==> config.mk <==
export PLATFORM = sky130hd
export DESIGN_NAME = regfile_dump_reader_flat
export DESIGN_NICKNAME = d
export VERILOG_FILES = /design/src/rtl/regdump_pkg.sv /design/src/rtl/regfile_dump_reader_if.sv /design/src/rtl/regdump_cksum.sv /design/src/rtl/regfile_dump_reader.sv /design/src/flat_wrapper.sv
export SDC_FILE = /design/constraint.sdc
export NUM_CORES = 1
export LEC_CHECK = 0
export ABC_AREA = 1
export BUFFER_PORTS_ARGS = -buffer_cell sky130_fd_sc_hd__buf_2
export CAP_MARGIN = 10
export CORE_UTILIZATION = 40
export DETAILED_ROUTE_END_ITERATION = 8
export PLACE_DENSITY = 0.79
export RECOVER_POWER = 50
export SKIP_LAST_GASP = 1
export SLEW_MARGIN = 5
export SYNTH_ARGS = -nofsm -noshare
export SYNTH_HDL_FRONTEND = slang
export SYNTH_SLANG_ARGS = --single-unit
==> constraint.sdc <==
create_clock -name clk -period 1.48 [get_ports clk]
set_input_delay 0.222 -clock clk [delete_from_list [all_inputs] [get_ports clk]]
set_output_delay 0.222 -clock clk [all_outputs]
set_load 0.005 [all_outputs]
==> src/rtl/regdump_pkg.sv <==
// Shared types and default sizes for the register-file dump reader.
package regdump_pkg;

  localparam int unsigned NUM_REGS_DEFAULT = 32;
  localparam int unsigned ADDR_W_DEFAULT   = 5;
  localparam int unsigned DATA_W_DEFAULT   = 32;

  typedef enum logic [2:0] {
    IDLE  = 3'd0,
    FETCH = 3'd1,
    SEND  = 3'd2,
    CKSUM = 3'd3,
    DONE  = 3'd4
  } regdump_state_e;

endpackage

==> src/rtl/regfile_dump_reader_if.sv <==
// Valid/ready stream from the dump reader to the debug/trace link.
interface regfile_dump_reader_if
  import regdump_pkg::*;
#(
  parameter int unsigned ADDR_W = ADDR_W_DEFAULT,
  parameter int unsigned DATA_W = DATA_W_DEFAULT
);

  logic              m_valid;
  logic              m_ready;
  logic [DATA_W-1:0] m_data;
  logic [ADDR_W-1:0] m_index;
  logic              m_last;
  logic              m_cksum;

  modport master (
    output m_valid, m_data, m_index, m_last, m_cksum,
    input  m_ready
  );

  modport slave (
    input  m_valid, m_data, m_index, m_last, m_cksum,
    output m_ready
  );

endinterface

==> src/rtl/regdump_cksum.sv <==
// XOR accumulator over captured dump words; clr has priority over en.
module regdump_cksum
  import regdump_pkg::*;
#(
  parameter int unsigned DATA_W = DATA_W_DEFAULT
) (
  input  logic              clk,
  input  logic              reset,
  input  logic              clr,
  input  logic              en,
  input  logic [DATA_W-1:0] d,
  output logic [DATA_W-1:0] acc
);

  always_ff @(posedge clk or posedge reset) begin
    if (reset)    acc <= '0;
    else if (clr) acc <= '0;
    else if (en)  acc <= acc ^ d;
  end

endmodule

==> src/rtl/regfile_dump_reader.sv <==
// Walks the register file through one async read port and streams every value out.
// Build option: define REGDUMP_CHECKSUM_EN to append an XOR checksum word.
module regfile_dump_reader
  import regdump_pkg::*;
#(
  parameter int unsigned NUM_REGS = NUM_REGS_DEFAULT,
  parameter int unsigned ADDR_W   = ADDR_W_DEFAULT,
  parameter int unsigned DATA_W   = DATA_W_DEFAULT
) (
  input  logic                  clk,
  input  logic                  reset,
  input  logic                  start,
  output logic                  busy,
  output logic                  hold_core,
  output logic                  done,
  output logic [ADDR_W-1:0]     rf_addr,
  input  logic [DATA_W-1:0]     rf_data,
  regfile_dump_reader_if.master m
);

  localparam logic [ADDR_W-1:0] LAST_IDX = ADDR_W'(NUM_REGS - 1);

  regdump_state_e    state_q, state_d;
  logic [ADDR_W-1:0] ptr_q, ptr_d;
  logic              busy_q, busy_d;
  logic              done_q, done_d;
  logic              valid_q, valid_d;
  logic [DATA_W-1:0] data_q, data_d;
  logic [ADDR_W-1:0] index_q, index_d;
  logic              last_q, last_d;
  logic              cksum_q, cksum_d;
  logic              capture_c;
  logic              hs_c;

  assign hs_c = valid_q & m.m_ready;

`ifdef REGDUMP_CHECKSUM_EN
  logic              acc_clr_c;
  logic [DATA_W-1:0] acc;

  regdump_cksum #(.DATA_W(DATA_W)) u_cksum (
    .clk   (clk),
    .reset (reset),
    .clr   (acc_clr_c),
    .en    (capture_c),
    .d     (rf_data),
    .acc   (acc)
  );
`endif

  // Next-state and next-output logic; every register has a next value here.
  always_comb begin
    state_d   = state_q;
    ptr_d     = ptr_q;
    busy_d    = busy_q;
    done_d    = 1'b0;
    valid_d   = valid_q;
    data_d    = data_q;
    index_d   = index_q;
    last_d    = last_q;
    cksum_d   = cksum_q;
    capture_c = 1'b0;
`ifdef REGDUMP_CHECKSUM_EN
    acc_clr_c = 1'b0;
`endif

    case (state_q)
      IDLE: begin
        if (start) begin
          state_d = FETCH;
          ptr_d   = '0;
          busy_d  = 1'b1;
`ifdef REGDUMP_CHECKSUM_EN
          acc_clr_c = 1'b1;
`endif
        end
      end
      FETCH: begin
        capture_c = 1'b1;
        valid_d   = 1'b1;
        state_d   = SEND;
      end
      SEND: begin
        if (hs_c) begin
          if (index_q != LAST_IDX) begin
            capture_c = 1'b1;
          end else begin
`ifdef REGDUMP_CHECKSUM_EN
            state_d = CKSUM;
            data_d  = acc;
            index_d = '0;
            last_d  = 1'b1;
            cksum_d = 1'b1;
`else
            state_d = DONE;
            valid_d = 1'b0;
            last_d  = 1'b0;
            done_d  = 1'b1;
`endif
          end
        end
      end
`ifdef REGDUMP_CHECKSUM_EN
      CKSUM: begin
        if (hs_c) begin
          state_d = DONE;
          valid_d = 1'b0;
          last_d  = 1'b0;
          cksum_d = 1'b0;
          done_d  = 1'b1;
        end
      end
`endif
      DONE: begin
        state_d = IDLE;
        busy_d  = 1'b0;
      end
      default: begin
        state_d = IDLE;
      end
    endcase

    // Capture the word at ptr and advance; the wrapped pointer is never captured.
    if (capture_c) begin
      data_d  = rf_data;
      index_d = ptr_q;
      ptr_d   = (ptr_q == LAST_IDX) ? '0 : ptr_q + ADDR_W'(1);
`ifdef REGDUMP_CHECKSUM_EN
      last_d  = 1'b0;
`else
      last_d  = (ptr_q == LAST_IDX);
`endif
    end
  end

  always_ff @(posedge clk or posedge reset) begin
    if (reset) begin
      state_q <= IDLE;
      ptr_q   <= '0;
      busy_q  <= 1'b0;
      done_q  <= 1'b0;
      valid_q <= 1'b0;
      data_q  <= '0;
      index_q <= '0;
      last_q  <= 1'b0;
      cksum_q <= 1'b0;
    end else begin
      state_q <= state_d;
      ptr_q   <= ptr_d;
      busy_q  <= busy_d;
      done_q  <= done_d;
      valid_q <= valid_d;
      data_q  <= data_d;
      index_q <= index_d;
      last_q  <= last_d;
      cksum_q <= cksum_d;
    end
  end

  assign busy      = busy_q;
  assign hold_core = busy_q;
  assign done      = done_q;
  assign rf_addr   = ptr_q;
  assign m.m_valid = valid_q;
  assign m.m_data  = data_q;
  assign m.m_index = index_q;
  assign m.m_last  = last_q;
  assign m.m_cksum = cksum_q;

endmodule
==> src/flat_wrapper.sv <==
// flat-port wrapper written by rule: the top's interface ports become plain ports
module regfile_dump_reader_flat import regdump_pkg::*;
#(
  parameter int unsigned NUM_REGS = NUM_REGS_DEFAULT,
  parameter int unsigned ADDR_W   = ADDR_W_DEFAULT,
  parameter int unsigned DATA_W   = DATA_W_DEFAULT
)
  (clk, reset, start, busy, hold_core, done, rf_addr, rf_data, m_m_valid, m_m_data, m_m_index, m_m_last, m_m_cksum, m_m_ready);
  regfile_dump_reader_if #(.ADDR_W(ADDR_W), .DATA_W(DATA_W)) m_i ();
  input  logic clk;
  input  logic reset;
  input  logic start;
  output logic busy;
  output logic hold_core;
  output logic done;
  output logic [ADDR_W-1:0] rf_addr;
  input  logic [DATA_W-1:0] rf_data;
  output wire logic [$bits(m_i.m_valid)-1:0] m_m_valid;
  output wire logic [$bits(m_i.m_data)-1:0] m_m_data;
  output wire logic [$bits(m_i.m_index)-1:0] m_m_index;
  output wire logic [$bits(m_i.m_last)-1:0] m_m_last;
  output wire logic [$bits(m_i.m_cksum)-1:0] m_m_cksum;
  input wire logic [$bits(m_i.m_ready)-1:0] m_m_ready;
  assign m_m_valid = m_i.m_valid;
  assign m_m_data = m_i.m_data;
  assign m_m_index = m_i.m_index;
  assign m_m_last = m_i.m_last;
  assign m_m_cksum = m_i.m_cksum;
  assign m_i.m_ready = m_m_ready;
  regfile_dump_reader #(.NUM_REGS(NUM_REGS), .ADDR_W(ADDR_W), .DATA_W(DATA_W)) u_core (.clk(clk), .reset(reset), .start(start), .busy(busy), .hold_core(hold_core), .done(done), .rf_addr(rf_addr), .rf_data(rf_data), .m(m_i));
endmodule
==> flow_summary.yaml, run 1 <==
cts:
  clockBufferDepth: 2
  insertion_delay_ps: 300
  cts_tree: "done"
  cts.sinks: 49
  htree_num_levels: 2
  root_buffer: "clkbuf_8"
  clkTransAtPathRegs_ps: 90
  cts-buffers-inserted: 5
synthesis:
  syn_avg_cell_area_um2: 8.89
  synth_warnings: 0
  synth_edf_count: 0
  synth_area_um2: 2090
  synthArstFlopShare_pct: 100
  synth_top_area_share_pct: 58.7
  yosysUniqueCellTypes: 18
  synth_top_flop_cell: "dfrtp_1"
  synth_common_cells: "nand2_1 (132), dfrtp_1 (49), inv_1 (9)"
  yosys.area.top_type: "dfrtp_1"
  syn-num-nets: 273
  syn_inst: 235
  ys_ff_latch: 49
  synth_area_leaders: "dfrtp_1 (59%), nand2_1 (24%), buf_6 (3.8%), nand2_4 (2.2%), nand4_1 (2.1%)"
  synth_most_common_cell: "nand2_1"
  ys_seq_area_share_pct: 58.7
global_route:
  antenna_found_initial: 0
  grtUsageTotal_pct: 16.3
  grt_pass1_vias: 1543
  grt_pass1_wl_um: 6820
  grt_max_degree: 50
  grt_overflow: 0
final_layout:
  layout-area-overhead-vs-synth_pct: 27.3
  drive_gt1_share_pct: 31.5
  final_cells: 391
  layout.nets: 361
  finalInstanceArea_um2: 2660
  num_antenna_cells: 0
  nFillCells: 506
setup_path:
  required_ps: 1670
  criticalPathCategory: "register to register"
  cp.arrival_ps: 1570
  cp_max_fo: 18
  worst_setup_path_end_kind: "register"
  critPathLaunchType: "register"
  r2r_slack_ps: 110
route:
  dr.pass1.iters: 4
  vias: 1756
  antenna_left: 0
  wire_per_inst_um: 11.6
  viasPerCell: 4.49
  totalWireLength_um: 4550
  drtIter0Drc: 92
  drc: 0
power_and_ir_drop:
  p_leak_uw: 0.00155
  ir_drop_uv: 915
  powerDensity_nw_per_um2: 1920
  finalPower_uw: 5120
floorplan:
  ios: 84
  std_cell_rows: 25
  die_h_um: 74.3
  core_um2: 4880
  die_w_um: 74.3
  fp.dieArea_um2: 5520
  start_util_pct: 42.8
timing:
  timing.setup.tns_ps: 0
  period_share_pct: 92.9
  fin_ws_ps: 106
  finalCriticalPeriod_ps: 1370
  tightest_slew_ps: 641
  slew_headroom_pct: 57.3
  finalHoldViolCount: 0
  setup_viol: 0
  rsz0062_at_grt: "no"
  fin_skew_ps: 7.00
  drv_slew: 0
  fmax_ghz: 0.728
placed_design:
  dpl.cell_count: 379
  preCtsSetupSlack_ps: 53.4
  dp_hpwl_um: 2990
  port_buffers: 82
  placed_area_um2: 2530
  gp_congestion: 0.785
job:
  cap_violations: 0
worst_hold_path:
  hold_path_class: "input port to register"
outcome:
  status: "complete, no violations"
metal layers:
layer | vias to the layer above | track usage (%) | wire (um)
met5 | - | 0 | 0
met4 | 0 | 3.77 | 22
li1 | 892 | - | -
met3 | 2 | 4.07 | 214
met2 | 56 | 27.9 | 2170
met1 | 806 | 20.8 | 2140
flip-flops by register name, summed over array words and instances, names as in the netlist:
register and flops:
u_core.m.m_valid 1, u_core.m.m_last 1, u_core.busy 1, u_core.done 1
u_core.m.m_index 5, u_core.rf_addr 5, u_core.m.m_data 32, u_core.state_q 3
final timing paths:
| kind | start | to | cells past startpoint |
|---|---|---|---|
| hold reg to reg | u_core.m.m_data[15]$_DFFE_PP0P_ | u_core.m.m_data[15]$_DFFE_PP0P_ | 2 |
| hold / removal | rf_data[24] | u_core.m.m_data[24]$_DFFE_PP0P_ | 3 |
| max in group asynchronous | reset | u_core.rf_addr[4]$_DFFE_PP0P_ | 4 |
| setup / recovery | u_core.state_q[2]$_DFFE_PP0P_ | u_core.m.m_data[27]$_DFFE_PP0P_ | 8 |
| setup reg to reg | u_core.state_q[2]$_DFFE_PP0P_ | u_core.m.m_data[27]$_DFFE_PP0P_ | 8 |
| min in group asynchronous | reset | u_core.m.m_data[12]$_DFFE_PP0P_ | 4 |
report_power, final:
group | switching, uW | internal [uW]
Clock | 439 | 337
Sequential | 371 | 1910
Combinational | 1220 | 844
Total | 2030 | 3090
final cells by class:
cell class,count,area (um2),area share (%)
Timing Repair Buffer,90,465,17.5
Tap cell,67,83.8,3.15
Multi-Input combinational cell,166,757,28.5
Clock buffer,6,72.6,2.73
Inverter,11,41.3,1.55
Sequential cell,49,1230,46.1
Clock inverter,2,13.8,0.517
stage by stage:
step | hold slack, ps | utilization, %
after floorplan | 339 | -
after global placement | 281 | 51.9
after detailed placement | 291 | 51.9
after CTS | 112 | 53.9
after global routing | 114 | 54.5
final | 117 | 54.5
placed cells by master, fill, tap and decap left out:
cell type / count
nor3_1: 2
ha_1: 2
inv_2: 2
clkinv_2: 1
inv_6: 1
nand3_4: 1
nand2_8: 2
clkbuf_4: 1
conb_1: 1
nor2_2: 1
buf_2: 76
nor3b_2: 1
inv_1: 9
nand2_1: 132
nand2_2: 1
clkbuf_8: 5
nand3_2: 1
clkbuf_1: 7
dfrtp_1: 49
nand4_1: 7
dlygate4sd3_1: 1
nor2_1: 6
o21ai_0: 3
nand3_1: 3
buf_4: 6
nand2_4: 3
worst max-delay path, stage by stage (launching register included):
cell and delay [ps]:
dfrtp_1 410, inv_2 100, nand3_1 120, inv_1 140
nand2_4 90, nand2_4 110, nand2_4 160, nand2_1 100
nand2_1 50
cell families (layout without fill, tap and decap cells):
group | count (synthesis) | after routing | share of synthesized area, %
adder cells (fa/ha/maj) | 2 | 2 | 1.20
AO/OA/AOI/OAI | 3 | 3 | 0.718
buffers and inverters | 21 | 109 | 6.83
other | 1 | 1 | 0.179
flip-flops | 49 | 49 | 58.7
AND/OR/NAND/NOR | 159 | 160 | 32.4
timing repair:
item                                    in CTS  in global routing
resized for setup                            0                  4
setup buffers                                0                  2
endpoints found under the setup margin       0                 43
hold buffers                                 1                  0
hold endpoints to repair                    49                  0
No activity file was read; power rests on OpenSTA's default activity.
==> inputs of run 2 (changes only) <==
--- a/config.mk
+++ b/config.mk
@@ -8,9 +8,11 @@
 export ABC_AREA = 1
 export BUFFER_PORTS_ARGS = -buffer_cell sky130_fd_sc_hd__buf_2
 export CAP_MARGIN = 10
-export CORE_UTILIZATION = 40
+export CELL_PAD_IN_SITES_DETAIL_PLACEMENT = 1
+export CELL_PAD_IN_SITES_GLOBAL_PLACEMENT = 1
+export CORE_UTILIZATION = 31
 export DETAILED_ROUTE_END_ITERATION = 8
-export PLACE_DENSITY = 0.79
+export PLACE_DENSITY = 0.83
 export RECOVER_POWER = 50
 export SKIP_LAST_GASP = 1
 export SLEW_MARGIN = 5
==> flow_summary.yaml, run 2 (synthesis results as in run 1) <==
power_and_ir_drop:
  ir_drop_uv: 635
  seq_power_share_pct: 43.1
  power_frac_comb_pct: 41.7
  power_frac_clock_pct: 15.2
  swShare_pct: 39.9
  finalPower_uw: 5270
  p_leak_uw: 0.00155
  p_sw_uw: 2100
  powerDensity_nw_per_um2: 1940
  p_int_uw: 3160
global_route:
  grt_pass1_wl_um: 8630
  grt_pass1_vias: 1911
  antenna_found_initial: 0
  grtUsageTotal_pct: 15.3
  grt_max_degree: 44
  grt_overflow: 0
final_layout:
  final_common_cell: "nand2_1"
  largest_reg_flops: 32
  drive_gt1_share_pct: 29.8
  nFillCells: 825
  finalInstanceArea_um2: 2710
  layout.nets: 364
  layout-area-overhead-vs-synth_pct: 29.9
  final_cell_mix: "nand2_1 (132), buf_2 (68), dfrtp_1 (49)"
  num_antenna_cells: 0
worst_hold_path:
  hold_path_class: "input port to register"
  whs_path_depth: 3
  hold_end: "u_core.m.m_data[12]$_DFFE_PP0P_"
  min_from: "rf_data[12]"
timing:
  fin_skew_ps: 5.94
  finalCriticalPeriod_ps: 1430
  finalHoldViolCount: 0
  drv_slew: 0
  timing.setup.tns_ps: 0
  tightest_slew_ps: 566
  slew_headroom_pct: 62.2
  hold_slack_ps: 124
  setup_viol: 0
  fmax_ghz: 0.699
  period_share_pct: 96.7
floorplan:
  start_util_pct: 32.5
  die_h_um: 84.1
  ios: 84
  core_um2: 6420
  fp.dieArea_um2: 7070
  die_w_um: 84.1
  std_cell_rows: 29
setup_path:
  cp.arrival_ps: 1670
  r2r_cells: 7
  worst_setup_path_end_kind: "register"
  r2r-end: "u_core.rf_addr[2]$_DFFE_PP0P_"
  r2r_slack_ps: 50
  required_ps: 1720
  critPathLaunchType: "register"
  criticalPathCategory: "register to register"
  cp_max_fo: 4
  rr_startpoint: "u_core.rf_addr[0]$_DFFE_PP0P_"
cts:
  root_buffer: "clkbuf_8"
  cts_tree: "done"
  htree_num_levels: 2
  insertion_delay_ps: 290
  clockBufferDepth: 2
  clkTransAtPathRegs_ps: 90
  cts.sinks: 49
  cts-buffers-inserted: 5
route:
  dr.pass1.iters: 6
  antenna_left: 0
  vias: 1841
  drtIter0Drc: 86
  totalWireLength_um: 5480
  wire_per_inst_um: 13.6
  drc: 12
  viasPerCell: 4.57
placed_design:
  gp_congestion: 0.784
  dp_hpwl_um: 3700
  placed_area_um2: 2550
  port_buffers: 82
outcome:
  status: "finished with violations"
  violations: "DRC"
job:
  cap_violations: 0
-- run 2: cell type report --
cell class | count | area [um2] | share of cell area (%)
repair buffers | 92 | 495 | 18.3
clock buffers | 7 | 86.3 | 3.18
flip-flops and latches | 49 | 1230 | 45.2
inverters | 11 | 41.3 | 1.52
multi-input cells | 167 | 768 | 28.3
well taps | 77 | 96.3 | 3.55
-- run 2: timing repair --
item | CTS | global route
hold buffers | 1 | 0
hold endpoints to repair | 8 | 0
gates cloned | 0 | 2
gates resized for setup | 1 | 4
setup buffers | 0 | 3
endpoints found under the setup margin | 18 | 43
pin swaps | 0 | 3
-- run 2: routing by layer --
layer  global-route usage, %  vias to the layer above  routed length [um]
li1                        -                      895                   -
met1                    18.9                      891                2390
met2                    27.3                       53                2830
met3                    3.07                        2                 239
met4                    3.76                        0                  15
met5                       0                        -                   0
-- run 2: power groups by stage --
stage          Sequential [uW]  Combinational (uW)  Clock (uW)
2_1_floorplan             2320                1250           0
6_report                  2270                2190         800
5_1_grt                   2360                2520         873
4_1_cts                   2270                2130         828
3_3_place_gp              2280                2010           0
3_5_place_dp              2290                2110           0
-- run 2: how the worst max path moves through the flow --
| stage | start | end | slack, ps | cells past startpoint |
|---|---|---|---|---|
| after floorplan | reset | u_core.busy$_DFFE_PP0P_ | 90 | 1 |
| after global placement | u_core.m.m_index[3]$_DFFE_PP0P_ | u_core.m.m_last$_DFFE_PP0P_ | 70 | 7 |
| after detailed placement | u_core.state_q[1]$_DFFE_PP0P_ | u_core.m.m_data[23]$_DFFE_PP0P_ | -10 | 6 |
| after CTS | u_core.state_q[1]$_DFFE_PP0P_ | u_core.m.m_data[11]$_DFFE_PP0P_ | 20 | 6 |
| after global routing | u_core.rf_addr[0]$_DFFE_PP0P_ | u_core.rf_addr[2]$_DFFE_PP0P_ | -40 | 7 |
| final | u_core.rf_addr[0]$_DFFE_PP0P_ | u_core.rf_addr[2]$_DFFE_PP0P_ | 50 | 7 |
-- run 2: per-stage QoR --
stage,instances,setup slack (ps),utilization (%)
after floorplan,235,85.2,-
after global routing,403,-35.8,42.3
final,403,48.7,42.3
after CTS,398,19.8,41.4
after detailed placement,390,-12.2,39.7
after global placement,390,65.8,39.7
-- run 2: worst max-delay path, cell delays in order (launching register included) --
cell and delay [ps]:
dfrtp_1 390, ha_1 210, nand2_1 100, nor2_1 60, ha_1 240, nor3b_2 240
nand2_1 70, nand2_1 70
==> inputs of run 3 (changes only) <==
--- a/config.mk
+++ b/config.mk
@@ -8,7 +8,7 @@
 export ABC_AREA = 1
 export BUFFER_PORTS_ARGS = -buffer_cell sky130_fd_sc_hd__buf_2
 export CAP_MARGIN = 10
-export CELL_PAD_IN_SITES_DETAIL_PLACEMENT = 1
+export CELL_PAD_IN_SITES_DETAIL_PLACEMENT = 0
 export CELL_PAD_IN_SITES_GLOBAL_PLACEMENT = 1
 export CORE_UTILIZATION = 31
 export DETAILED_ROUTE_END_ITERATION = 8
==> flow_summary.yaml, run 3 (synthesis results as in run 1) <==
placed_design:
  gp_congestion: 0.784
  preCtsSetupSlack_ps: 13.7
  dp_hpwl_um: 3140
  port_buffers: 82
global_route:
  antenna_found_initial: 0
  grt_max_degree: 44
  grt_pass1_vias: 1715
  grt_overflow: 0
  grt_pass1_wl_um: 7890
  grtUsageTotal_pct: 13.9
power_and_ir_drop:
  power_frac_comb_pct: 41.5
  p_int_uw: 3180
  seq_power_share_pct: 43.6
  powerDensity_nw_per_um2: 1910
  p_sw_uw: 2020
  ir_drop_uv: 771
  swShare_pct: 38.9
  p_leak_uw: 0.00157
  power_frac_clock_pct: 14.9
route:
  wl_met3_um: 266
  dr_wl_met2_um: 2260
  antenna_left: 0
  dr.pass1.iters: 6
  top_layer_used: "met4"
  totalWireLength_um: 4820
  vias: 1763
  viasPerCell: 4.35
  m1WireLength_um: 2260
  wire_per_inst_um: 11.9
  drc: 12
  drtIter0Drc: 84
setup_path:
  required_ps: 1720
  critPathLaunchType: "register"
  criticalPathCategory: "register to register"
  worst_setup_path_end_kind: "register"
  r2r_slack_ps: 170
  cp.arrival_ps: 1550
  r2r_cells: 7
  cp_max_fo: 4
  r2r-end: "u_core.rf_addr[2]$_DFFE_PP0P_"
  rr_startpoint: "u_core.rf_addr[0]$_DFFE_PP0P_"
cts:
  root_buffer: "clkbuf_8"
  cts_tree: "done"
  htree_num_levels: 2
  cts.sinks: 49
  insertion_delay_ps: 290
  cts-buffers-inserted: 5
  clockBufferDepth: 2
  clkTransAtPathRegs_ps: 80
final_layout:
  largest_reg_flops: 32
  final_common_cell: "nand2_1"
  final_cell_mix: "nand2_1 (132), buf_2 (73), dfrtp_1 (49)"
  drive_gt1_share_pct: 31.7
  layout-area-overhead-vs-synth_pct: 30.3
  multiInputGateArea_um2: 768
  regArea_um2: 1230
  num_antenna_cells: 0
  nFillCells: 655
  layout.nets: 366
timing:
  fin_ws_ps: 167
  period_share_pct: 88.7
  fin_skew_ps: 4.69
  tightest_slew_ps: 562
  setup_viol: 0
  finalHoldViolCount: 0
  slew_headroom_pct: 62.5
  rsz0062_at_grt: "no"
  drv_slew: 0
  finalCriticalPeriod_ps: 1310
  fmax_ghz: 0.762
  timing.setup.tns_ps: 0
worst_hold_path:
  hold_end: "u_core.m.m_data[24]$_DFFE_PP0P_"
  hold_path_class: "input port to register"
  whs_path_depth: 3
  min_from: "rf_data[24]"
outcome:
  violations: "DRC"
  status: "finished with violations"
floorplan:
  fp.dieArea_um2: 7070
  core_um2: 6420
  start_util_pct: 32.5
  die_w_um: 84.1
  ios: 84
  die_h_um: 84.1
  std_cell_rows: 29
job:
  cap_violations: 0
[run 3: changes by cell type in the layout (fill, tap and decap cells not counted)]
cell / change
buf_2: +5
clkbuf_1: -5
buf_4: +3
buf_12: -1
[run 3: worst max-delay path by stage]
stage	start	to	slack (ps)	depth (start not counted)
after floorplan	reset	u_core.busy$_DFFE_PP0P_	90	1
after global placement	u_core.m.m_index[3]$_DFFE_PP0P_	u_core.m.m_last$_DFFE_PP0P_	70	7
after detailed placement	u_core.state_q[1]$_DFFE_PP0P_	u_core.m.m_data[11]$_DFFE_PP0P_	10	6
after CTS	u_core.state_q[1]$_DFFE_PP0P_	u_core.m.m_data[11]$_DFFE_PP0P_	20	6
after global routing	u_core.state_q[0]$_DFFE_PP0P_	u_core.m.m_data[18]$_DFFE_PP0P_	20	8
final	u_core.rf_addr[0]$_DFFE_PP0P_	u_core.rf_addr[2]$_DFFE_PP0P_	170	7
[run 3: power by group through the flow]
stage | Combinational (uW) | Sequential (uW) | Clock [uW]
2_1_floorplan | 1250 | 2320 | 0
3_3_place_gp | 2010 | 2280 | 0
3_5_place_dp | 2060 | 2280 | 0
4_1_cts | 2070 | 2270 | 824
5_1_grt | 2470 | 2360 | 863
6_report | 2150 | 2270 | 777
[run 3: repair_timing]
action                                  4_1_cts  5_1_grt
endpoints found under the setup margin       12       43
resized for setup                             1        4
gates cloned                                  0        2
pin swaps                                     0        3
hold buffers                                  1        0
buffers inserted                              0        5
hold endpoints to repair                     25        0
[run 3: area by class of cell]
type                            instances  share of cell area, %
Sequential cell                        49                   45.0
Multi-Input combinational cell        167                   28.2
Timing Repair Buffer                   94                   18.5
Tap cell                               77                   3.54
Clock buffer                            7                   3.17
Inverter                               11                   1.52
[run 3: metal layers]
metal  track usage [%]  vias to the layer above
li1                  -                      901
met1              17.8                      807
met2              23.5                       51
met3              3.56                        4
met4              3.76                        0
met5                 0                        -
[run 3: per-stage QoR]
step	utilization (%)	total power (uW)	hold slack, ps	cell area (um2)	cells
5_1_grt	42.4	5690	118	2720	405
2_1_floorplan	-	3570	339	2090	235
3_3_place_gp	39.7	4290	313	2550	390
4_1_cts	41.4	5160	112	2660	398
3_5_place_dp	39.7	4340	319	2550	390
6_report	42.4	5200	123	2720	405
[run 3: worst max-delay path: stages, from the launching register on]
cell and delay (ps):
dfrtp_1 390, ha_1 210, nand2_1 80, nor2_1 40
ha_1 220, nor3b_2 180, nand2_1 60, nand2_1 70
